--- src/rtl/logs_map_iterator_pkg.sv ---
// Shared definitions for the logistic-map iterator: default sizing, the
// iteration FSM encoding and the reset value of x (0.5).
package logs_map_iterator_pkg;

   localparam int FRAC_DEF     = 8;
   localparam int ITER_LEN_DEF = 100;

   typedef enum logic [1:0] {
      IDLE = 2'd0,
      MUL1 = 2'd1,
      MUL2 = 2'd2,
      DONE = 2'd3
   } state_t;

   function automatic int x_init(input int frac);
      return 1 << (frac - 1);
   endfunction

endpackage

--- src/rtl/logs_serial_mult.sv ---
// Unsigned LSB-first shift-add multiplier: one partial product per enabled
// cycle, B_W cycles per product. start takes priority over an ongoing multiply.
module logs_serial_mult #(
   parameter int A_W = 10,
   parameter int B_W = 10
) (
   input  logic               clk,
   input  logic               rst_n,
   input  logic               en,
   input  logic               start,
   input  logic [A_W-1:0]     a,
   input  logic [B_W-1:0]     b,
   output logic               busy,
   output logic [A_W+B_W-1:0] product
);

   localparam int STEP_W = $clog2(B_W + 1);
   localparam logic [STEP_W-1:0] STEP_LAST = STEP_W'(B_W - 1);

   logic [A_W-1:0]    a_l;
   logic [STEP_W-1:0] step;
   logic [A_W:0]      sum;

   // Upper half accumulates a while the multiplier bits shift out of the low half.
   always_comb begin
      sum = {1'b0, product[A_W+B_W-1:B_W]} + (product[0] ? {1'b0, a_l} : '0);
   end

   // NOTE: sequential state uses non-blocking assignments so every register
   // samples the pre-edge values of its neighbours.
   always_ff @(posedge clk) begin
      if (!rst_n) begin
         product <= '0;
         a_l     <= '0;
         step    <= '0;
         busy    <= 1'b0;
      end else if (start) begin
         product <= {{A_W{1'b0}}, b};
         a_l     <= a;
         step    <= '0;
         busy    <= 1'b1;
      end else if (en && busy) begin
         product <= {sum, product[B_W-1:1]};
         step    <= step + STEP_W'(1);
         if (step == STEP_LAST) busy <= 1'b0;
      end
   end

endmodule

--- src/rtl/logs_map_iterator.sv ---
// Logistic map x' = r*x*(1-x) in unsigned fixed point, one new x every ITER_LEN
// clocks, computed with a single shared serial multiplier.
module logs_map_iterator
   import logs_map_iterator_pkg::*;
#(
   parameter int FRAC     = FRAC_DEF,
   parameter int ITER_LEN = ITER_LEN_DEF
) (
   input  logic            clk,
   input  logic            rst_n,
   input  logic            hold,
   input  logic [FRAC+1:0] r,
   output logic [FRAC-1:0] x,
   output logic            next_ready
);

   localparam int OP_W   = FRAC + 2;
   localparam int PROD_W = 2 * OP_W;
   localparam int CNT_W  = $clog2(ITER_LEN);
   localparam int MC_W   = $clog2(FRAC + 3);
   localparam logic [CNT_W-1:0] CNT_LAST = CNT_W'(ITER_LEN - 1);
   localparam logic [MC_W-1:0]  MUL_LAST = MC_W'(FRAC + 1);
   localparam logic [FRAC-1:0]  X_INIT   = FRAC'(x_init(FRAC));

   if (ITER_LEN < 2 * FRAC + 6) begin : g_iter_len_check
      $error("ITER_LEN too short to fit both serial multiplies");
   end

   state_t            state, state_next;
   logic [CNT_W-1:0]  cnt;
   logic [MC_W-1:0]   mul_cnt;
   logic [OP_W-1:0]   r_l;
   logic              mult_start;
   logic              commit;
   logic [OP_W-1:0]   mult_a, mult_b;
   logic              mult_busy;
   logic [PROD_W-1:0] mult_product;
   logic [FRAC:0]     one_minus_x;
   logic [FRAC-1:0]   p, y;
   logic              unused_mult;

   logs_serial_mult #(.A_W(OP_W), .B_W(OP_W)) u_mult (
      .clk     (clk),
      .rst_n   (rst_n),
      .en      (!hold),
      .start   (mult_start),
      .a       (mult_a),
      .b       (mult_b),
      .busy    (mult_busy),
      .product (mult_product)
   );

   // The first operand (1-x) is only FRAC+1 bits, so after FRAC+1 steps the
   // product still sits one position left of its final alignment.
   assign one_minus_x = {1'b1, {FRAC{1'b0}}} - {1'b0, x};
   assign p           = mult_product[2*FRAC:FRAC+1];
   assign y           = mult_product[2*FRAC-1:FRAC];
   assign unused_mult = ^{mult_busy, mult_product[PROD_W-1:2*FRAC+1], mult_product[FRAC-1:0]};

   always_ff @(posedge clk) begin
      if (!rst_n) state <= IDLE;
      else if (!hold) state <= state_next;
   end

   // NOTE: every signal assigned in a combinational block gets a default first,
   // so no path through the case can leave it unassigned and infer a latch.
   always_comb begin
      state_next = state;
      unique case (state)
         IDLE:    if (cnt == '0) state_next = MUL1;
         MUL1:    if (mul_cnt == MUL_LAST) state_next = MUL2;
         MUL2:    if (mul_cnt == MUL_LAST) state_next = DONE;
         DONE:    if (cnt == CNT_LAST) state_next = IDLE;
         default: state_next = IDLE;
      endcase
   end

   always_comb begin
      mult_start = 1'b0;
      mult_a     = '0;
      mult_b     = '0;
      commit     = 1'b0;
      unique case (state)
         IDLE: begin
            mult_start = !hold && (cnt == '0);
            mult_a     = OP_W'(x);
            mult_b     = OP_W'(one_minus_x);
         end
         MUL1: begin
            mult_start = !hold && (mul_cnt == MUL_LAST);
            mult_a     = OP_W'(p);
            mult_b     = r_l;
         end
         DONE:    commit = !hold && (cnt == CNT_LAST);
         default: ;
      endcase
   end

   // NOTE: only control and output registers are reset; the datapath holds no
   // memory arrays, so every flop here has a defined reset value.
   always_ff @(posedge clk) begin
      if (!rst_n) begin
         cnt        <= '0;
         mul_cnt    <= '0;
         r_l        <= '0;
         x          <= X_INIT;
         next_ready <= 1'b0;
      end else begin
         next_ready <= commit;
         if (!hold) begin
            cnt <= (cnt == CNT_LAST) ? '0 : cnt + CNT_W'(1);
            if (state_next != state) mul_cnt <= '0;
            else if (state == MUL1 || state == MUL2) mul_cnt <= mul_cnt + MC_W'(1);
            if (state == IDLE && cnt == '0) r_l <= r;
            // A zero result is nudged to 1 LSB to keep the map off its absorbing point.
            if (commit) x <= (y == '0) ? FRAC'(1) : y;
         end
      end
   end

endmodule
--- config.mk ---
export PLATFORM = sky130hd
export DESIGN_NAME = logs_map_iterator
export DESIGN_NICKNAME = d
export VERILOG_FILES = /design/src/rtl/logs_map_iterator_pkg.sv /design/src/rtl/logs_serial_mult.sv /design/src/rtl/logs_map_iterator.sv
export SDC_FILE = /design/constraint.sdc
export NUM_CORES = 1
export LEC_CHECK = 0
export BUFFER_PORTS_ARGS = -buffer_cell sky130_fd_sc_hd__buf_2
export CAP_MARGIN = 20
export CORE_MARGIN = 2
export CORE_UTILIZATION = 55
export DETAILED_ROUTE_END_ITERATION = 6
export GPL_TIMING_DRIVEN = 1
export PLACE_DENSITY = 0.81
export SETUP_SLACK_MARGIN = 0.15
export SYNTH_ARGS = -nofsm -noshare
export SYNTH_HDL_FRONTEND = slang
export SYNTH_SLANG_ARGS = --single-unit
--- constraint.sdc ---
create_clock -name clk -period 1.85 [get_ports clk]
set_input_delay 0.185 -clock clk [delete_from_list [all_inputs] [get_ports clk]]
set_output_delay 0.185 -clock clk [all_outputs]
set_load 0.005 [all_outputs]
# Word level (Yosys, flattened, before mapping)

Cells that the tools add are included.

Register bits: 67
Input port bits: 13
Output and inout port bits: 9
Logic and storage cells: 62

Add/sub/neg operators: 5
Eq/ne operators: 7
Mux-type cells: 19
Bitwise gates (word level): 2
Reduce and logical (&&, ||, !) cells: 18

Operators by type and width:

| operator            | count |
|---|---|
| $mux 10             | 3 |
| $pmux 10 s2         | 1 |
| $pmux 8 s2          | 1 |
| $add 10x10->11      | 1 |
| $sub 9x8->9 const A | 1 |
| $add 4x1->4 const B | 2 |
| $eq 4x4->1 const B  | 2 |
| $logic_not 8->1     | 1 |
| $mux 2              | 4 |
| $mux 4              | 2 |
| $mux 8              | 1 |
| $pmux 2 s4          | 1 |
| $reduce_and 2->1    | 4 |
| $add 7x1->7 const B | 1 |
| $eq 7x7->1 const B  | 1 |
| $logic_not 7->1     | 1 |
| $mux 7              | 1 |
| $reduce_bool 2->1   | 3 |
| $logic_and 1x1->1   | 5 |
| $eq 2x2->1 const B  | 2 |
| $mux 1              | 4 |
| $eq 2x1->1 const B  | 1 |
| $logic_not 2->1     | 1 |
| $ne 2x2->1          | 1 |
| other kinds (5)     | 6 |

# Depth between registers and ports, before layout

Gate-level depths: netlist of run 1.

Word-level depth: 6
Depth in mapped cells: 9
Gate-level depth less buffers: 9

# Cells and area by module

Synthesis of run 1 repeated with hierarchy kept, for this count alone.

Cell total of the unflattened synthesis: 426
Area, all modules: 3648.5 um^2

By module, submodules not included:

| module            | instances | cells an instance | area each (um^2) | sequential area each (um^2) |
|---|---|---|---|---|
| logs_serial_mult  | 1         | 222               | 1866.8           | 700.7 |
| logs_map_iterator | 1         | 204               | 1781.7           | 640.6 |

# Least setup slack after synthesis of run 1

Ideal clock, no wire load.

Path type: register to register
Start point: register u_mult.product[0]
End point: register u_mult.product[19]
Library setup time: 0.070 ns
Arrival time: 1.901 ns
Data required time: 1.780 ns
Setup slack: -0.121 ns
Stages on the path, launching flop included: 10
Path buffers: 0
Period minus slack after synthesis: 1.971 ns
Cell sequence: dfxtp_1 -> and2_1 -> ha_1 -> inv_1 -> fa_1 -> nand2b_1 -> a21oi_1 -> o221ai_1 -> nand2b_1 -> a21oi_1

Longest elaborated chain between the ends: 2

Ends and longest elaborated chain:

| item                     | RTL line               | source |
|---|---|---|
| start: declaration       | logs_serial_mult.sv:14 | `output logic [A_W+B_W-1:0] product` |
| start signal: assignment | logs_serial_mult.sv:38 | `product <= {{A_W{1'b0}}, b};` |
| start signal: assignment | logs_serial_mult.sv:43 | `product <= {sum, product[B_W-1:1]};` |
| $mux 10                  | logs_serial_mult.sv:26 | `sum = {1'b0, product[A_W+B_W-1:B_W]} + (product[0] ? {1'b0, a_l} : '0);` |
| $add 10x10->11           | logs_serial_mult.sv:26 |  |

Every way passes these cells.
A chain may end at the register's enable or synchronous reset.

# Worst setup path after layout of run 1

Start point: register u_mult.product[0]
End point: register u_mult.product[18]

The elaborated chain is that of the path after synthesis.

==> metrics, run 1 <==
initial antenna violation count=0; via/cell ratio=about 6.6; first-pass GRT wire length=about 16,000 µm; ys flop type=dfxtp_1; Worst R2R Start=u_mult.product[0]$_SDFFE_PN0P_; routed vias=around 3,700; multi-input logic area=approximately 2500 µm²; Register Area=~1300 µm²; HP Class=in -> reg; Slew Viols, Final=0; Yosys top cell area share=36.3%; Worst Reg-to-Reg Cells=7; Slew @ Worst Pin=approximately 0.5 ns; slowest stage cell, crit path=dfxtp_4; hold worst-path end=r_l[0]$_SDFFE_PN0P_; worst rel slew slack=66.8%; post-synthesis async set-or-reset flop share=0%; I/O pin total=22; Die Ht=around 85 µm; DR DRC count=0; Worst VDD drop=between 800 and 900 µV; Synth Cell Area=around 3600 µm²; first-pass iteration count of the detailed router=5; RR Endpoint=u_mult.product[18]$_SDFFE_PP0P_; Routability Congestion=roughly 0.84; sequence of cells on the critical path=and2_1 -> ha_4 -> nor4_1 -> nor2_1 -> a211o_1 -> a21oi_1 -> nor4_1; ANT nets after route=0; WP data required=~2.1 ns; Synth area leader=dfxtp_1; EDFF count, synth=0; gr usage total=a little over a quarter; Worst Path Arrival=roughly 2.2 ns; Mean Syn Cell Area=~8.8 µm²; Seq/Total Area, Yosys=36.3%; clk_lat worst skew=~0.36 ns; placed instance count=around 520; antenna diode count=0; Synth-to-Final Area Change=38.0%; Synth Register Bits=65; Crit Path Max Fanout=6; total CTS buffers=9; CP delay by family, top=simple AND/OR/NAND/NOR gates; CTS Buffer Depth=2; Core ar.=~6300 µm²; DIE AREA=7180 µm²; top post-synthesis cells by area=dfxtp_1 36%, ha_1 6.6%, mux2i_1 5.6%; final setup fails=8; HP Start=r[0]; WS Path Type=reg -> reg; non-filler cells in the finished layout=around 570; status=complete, but fails checks; post-synthesis cell type count=61; Post-Syn Instances=about 410; final hold slack=roughly 0.063 ns; Yosys Warn Count=0; max-cap violations=0; hpwl dp=between 6000 and 7000 µm; Worst setup startpoint=u_mult.product[0]$_SDFFE_PN0P_; startpoint class of the critical path=flip-flop; failing checks=setup timing; Sink Count=between 60 and 70; share of layout cells above drive strength 1=about two fifths; Final WS setup=-0.0840 ns; RSZ-0062 raised after global routing=yes; Post-Route WL=~12,000 µm; CTS tree=yes; Mapped Nets=~440; 1st-iter DRT viols=340; r2r setup slk=-0.08 ns; max incr delay on CP=roughly 0.39 ns; Hold Fails Final Rpt=0; Pwr Density=~700 nW/µm²; Placement Rows=29; CTS H-tree lvls=3; PortBufs=21; starting density of the core=between 50% and 60%; Hold Path Stages=3; period utilization=105%; Worst Skew=0.0133 ns; Top cell by count, worst path=nor4_1; post-layout min period=between 1.5 and 2 ns; drt wl/cell=roughly 21 µm; largest net degree at the start of global routing=24; root buf cell=clkbuf_8; worst path buffer plus inverter count=0; nature of the critical path endpoint=flip-flop; leak pwr=between 2 and 2.5 nW; net total in the final layout=517; highest clock rate=just over 500 MHz; Clock transition at path regs=roughly 0.080 ns; Fill cells=350; hold_buf cts=0; Die Wd=between 80 and 90 µm; vias in the first global route=about 3,300; grt ovf=0
## worst max-delay path by stage
stage	end	slack, ns	cells past startpoint
CTS	u_mult.product[17]$_SDFFE_PP0P_	-0.01	7
finish	u_mult.product[18]$_SDFFE_PP0P_	-0.08	7
floorplan	u_mult.product[17]$_SDFFE_PP0P_	0.08	9
global route	u_mult.product[18]$_SDFFE_PP0P_	-0.16	7
detailed placement	u_mult.product[19]$_SDFFE_PP0P_	-0.06	9
global placement	u_mult.product[19]$_SDFFE_PP0P_	0.007	9
## sequential cells by signal, indices dropped and copies added (netlist names)
| name | count |
|---|---|
| cnt | 7 |
| mul_cnt | 4 |
| next_ready | 1 |
| r_l | 10 |
| state | 2 |
| u_mult.a_l | 8 |
| u_mult.busy | 1 |
| u_mult.product | 20 |
| u_mult.step | 4 |
| x | 8 |
## power by group
| group | internal (mW) | switching (mW) |
|---|---|---|
| sequential | 1.45 | 0.0480 |
| combinational | 0.335 | 0.368 |
| clock | 0.635 | 0.645 |
| total | 2.42 | 1.06 |
## logic make-up (layout without fill, tap and decap cells)
group | count (synthesis) | in the layout | share of synthesized area, %
simple gates | 157 | 157 | 23.6
compound gates | 92 | 92 | 17.4
flops | 65 | 65 | 36.3
buf+inv | 33 | 113 | 4.15
mux | 26 | 26 | 7.47
fa+ha+maj | 20 | 20 | 7.19
xor+xnor | 16 | 16 | 3.91
## layer usage
| metal | vias to the layer above | track usage, % | part of all wire, % | wire (µm) |
|---|---|---|---|---|
| li1 | 1624 | - | - | - |
| met1 | 1773 | 33.0 | 38 | 4590 |
| met2 | 259 | 47.7 | 49 | 5830 |
| met3 | 75 | 6.69 | 7.7 | 922 |
| met4 | 0 | 7.07 | 5.5 | 666 |
| met5 | - | 0 | 0 | 0 |
## cell usage in the layout, fill, tap and decap left out, drive strengths merged, types with 7 or more instances in the layout
cell type / instances
buf: 81
dfxtp: 65
nor2: 44
nand2: 36
a21oi: 31
mux2i: 20
ha: 19
inv: 18
nand3: 16
o21ai: 15
nor3: 14
clkbuf: 11
xor2: 8
xnor2: 8
and2: 8
a211oi: 8
a22oi: 7
## synth_stat cells, drive strengths merged (5+ instances only)
library cell	count
nand3	16
nand4	5
nand2	36
a22oi	7
nor2	44
o21ai	15
a221oi	6
buf	12
nor3	14
clkbuf	7
ha	19
mux2i	20
a21oi	31
dfxtp	65
nor3b	6
xnor2	8
inv	14
xor2	8
and2	8
a211oi	8
a22o	6
mux2	6
## final cells by class
cell class | count | share of cell area (%)
clock buffer | 9 | 2.50
clock inverter | 7 | 1.52
inverter | 14 | 1.16
multi-input combinational | 311 | 51.5
sequential | 65 | 26.7
tap | 77 | 1.95
timing repair buffer | 83 | 14.7
## worst reg2reg max path, stage by stage (launching register included)
cell	delay, ns
dfxtp_4	0.39
and2_1	0.20
ha_4	0.23
nor4_1	0.34
nor2_1	0.16
a211o_1	0.32
a21oi_1	0.13
nor4_1	0.06
## per-stage QoR
stage / setup slack [ns] / utilization, % / instance area, µm² / TNS [ns] / total power [mW]
6_report: -0.0840 / 78.3 / 4950 / -0.324 / 3.48
2_1_floorplan: 0.0773 / - / 3640 / 0 / 1.82
3_5_place_dp: -0.0639 / 63.8 / 4030 / -0.240 / 1.97
3_3_place_gp: 0.00750 / 63.8 / 4030 / 0 / 1.96
5_1_grt: -0.164 / 78.3 / 4950 / -1.05 / 3.57
4_1_cts: -0.0133 / 72.0 / 4540 / -0.0133 / 3.26
## what timing repair did
item / 4_1_cts / 5_1_grt
setup endpoints to repair: 27 / 33
buffers inserted: 12 / 14
pin swaps: 25 / 36
resized for setup: 46 / 57
gates cloned: 0 / 3
Note: power is estimated with default switching activity, not from simulation.
==> run 2: changes to the inputs <==
--- a/config.mk
+++ b/config.mk
@@ -11,6 +11,7 @@
 export CORE_UTILIZATION = 55
 export DETAILED_ROUTE_END_ITERATION = 6
 export GPL_TIMING_DRIVEN = 1
+export MAX_ROUTING_LAYER = met4
 export PLACE_DENSITY = 0.81
 export SETUP_SLACK_MARGIN = 0.15
 export SYNTH_ARGS = -nofsm -noshare
==> metrics, run 2 (synthesized netlist as in run 1, its figures left out) <==
Clock transition at path regs=around 0.080 ns; non-filler cells in the finished layout=566; routed vias=3,692; Crit Path Max Fanout=8; initial antenna violation count=0; HP Class=in -> reg; status=complete, but fails checks; I/O pin total=22; first-pass GRT wire length=around 16,000 µm; WS Path Type=reg -> reg; largest net degree at the start of global routing=24; Die Ht=around 85 µm; startpoint class of the critical path=flip-flop; share of layout cells above drive strength 1=between 40% and 50%; max FFs per register=20; max incr delay on CP=0.38 ns; commonest non-fill, non-tap cell in the layout=dfxtp_1; RSZ-0062 raised after global routing=yes; root buf cell=clkbuf_8; Post-Route WL=12,100 µm; CTS Buffer Depth=2; largest register by flop count=u_mult.product; Die Wd=84.7 µm; Sink Count=65; drt wl/cell=21.5 µm; Fill cells=368; placed instance count=approximately 520; total CTS buffers=9; Hold Fails Final Rpt=0; PortBufs=21; Pwr Density=between 700 and 800 nW/µm²; Routability Congestion=between 0.8 and 0.9; highest clock rate=approximately 520 MHz; Placement Rows=29; gr usage total=roughly 28%; nature of the critical path endpoint=flip-flop; antenna diode count=0; Worst Path Arrival=between 2 and 2.5 ns; max-cap violations=0; Worst VDD drop=roughly 800 µV; worst rel slew slack=between 60 and 70%; failing checks=setup timing; grt ovf=0; leak pwr=between 2 and 2.5 nW; WP data required=~2.1 ns; period utilization=105%; final core utilization=between 70% and 80%; slowest stage cell, crit path=dfxtp_4; clk_lat worst skew=~0.37 ns; Synth-to-Final Area Change=37.6%; ANT nets after route=0; Largest regs=u_mult.product: 20 flops, r_l: 10 flops; starting density of the core=a little under three fifths; Worst Skew=about 0.011 ns; CTS tree=yes; first-pass iteration count of the detailed router=5; Final WS setup=-0.0835 ns; DR DRC count=0; vias in the first global route=~3,200; Slew @ Worst Pin=approximately 0.46 ns; via/cell ratio=~6.5; sequence of cells on the critical path=inv_4 -> ha_4 -> and4bb_4 -> and4_4 -> nor2_4 -> buf_6 -> clkbuf_16 -> a22oi_2 -> a21oi_1; hpwl dp=6220 µm; worst slack at placement=-0.0639 ns; DIE AREA=7180 µm²; 1st-iter DRT viols=approximately 280; Core ar.=6310 µm²; post-layout min period=approximately 1.9 ns; Slew Viols, Final=0; most frequent cells in the layout=58 x dfxtp_1, 46 x buf_4, 40 x nor2_1; net total in the final layout=a little over 500; final setup fails=10; CTS H-tree lvls=3
## run 2: where the power goes
part,internal [mW],switching (mW)
Clock,0.635,0.652
Sequential,1.45,0.0487
Combinational,0.343,0.381
## run 2: final timing paths
path / from / end / slack (ns) / depth (start not counted)
max: state[0]$_SDFFE_PN0N_ / u_mult.product[2]$_SDFFE_PN0P_ / -0.08 / 9
min: r[5] / r_l[5]$_SDFFE_PN0P_ / 0.06 / 3
max reg2reg: state[0]$_SDFFE_PN0N_ / u_mult.product[2]$_SDFFE_PN0P_ / -0.08 / 9
min reg2reg: u_mult.a_l[3]$_SDFFE_PN0N_ / u_mult.a_l[3]$_SDFFE_PN0N_ / 0.46 / 2
## run 2: critical path, delay by kind of cell, from the launching register on
family | cells | cell delay [ns]
buffers and inverters | 3 | 0.38
flip-flops | 1 | 0.38
AO/OA/AOI/OAI | 2 | 0.27
adder cells (fa/ha/maj) | 1 | 0.17
AND/OR/NAND/NOR | 3 | 0.59
## run 2: per-layer routing
layer	global-route usage [%]	share of wire, %
met3	5.80	6.4
met2	47.6	49
met1	33.3	39
met4	8.37	5.0
met5	-	0
## run 2: cell type report
type | count | area [µm²] | area share [%]
well taps | 77 | 96.3 | 1.95
clock inverters | 7 | 75.1 | 1.52
clock buffers | 9 | 124 | 2.51
flip-flops and latches | 65 | 1320 | 26.8
inverters | 14 | 57.6 | 1.17
repair buffers | 83 | 697 | 14.1
multi-input cells | 311 | 2560 | 52.0
## run 2: timing repair
action / in CTS / in global routing
buffers inserted: 12 / 14
pin swaps: 25 / 35
endpoints found under the setup margin: 27 / 33
hold buffers: 0 / 0
resized for setup: 46 / 59
gates cloned: 0 / 3
## run 2: per-stage QoR
stage / instance area (µm²) / power (mW) / hold WS, ns / TNS, ns
2_1_floorplan: 3640 / 1.82 / 0.321 / 0
3_3_place_gp: 4030 / 1.96 / 0.421 / 0
3_5_place_dp: 4030 / 1.97 / 0.433 / -0.240
4_1_cts: 4540 / 3.26 / 0.0583 / -0.0133
5_1_grt: 4930 / 3.60 / 0.0815 / -1.36
6_report: 4930 / 3.51 / 0.0582 / -0.466
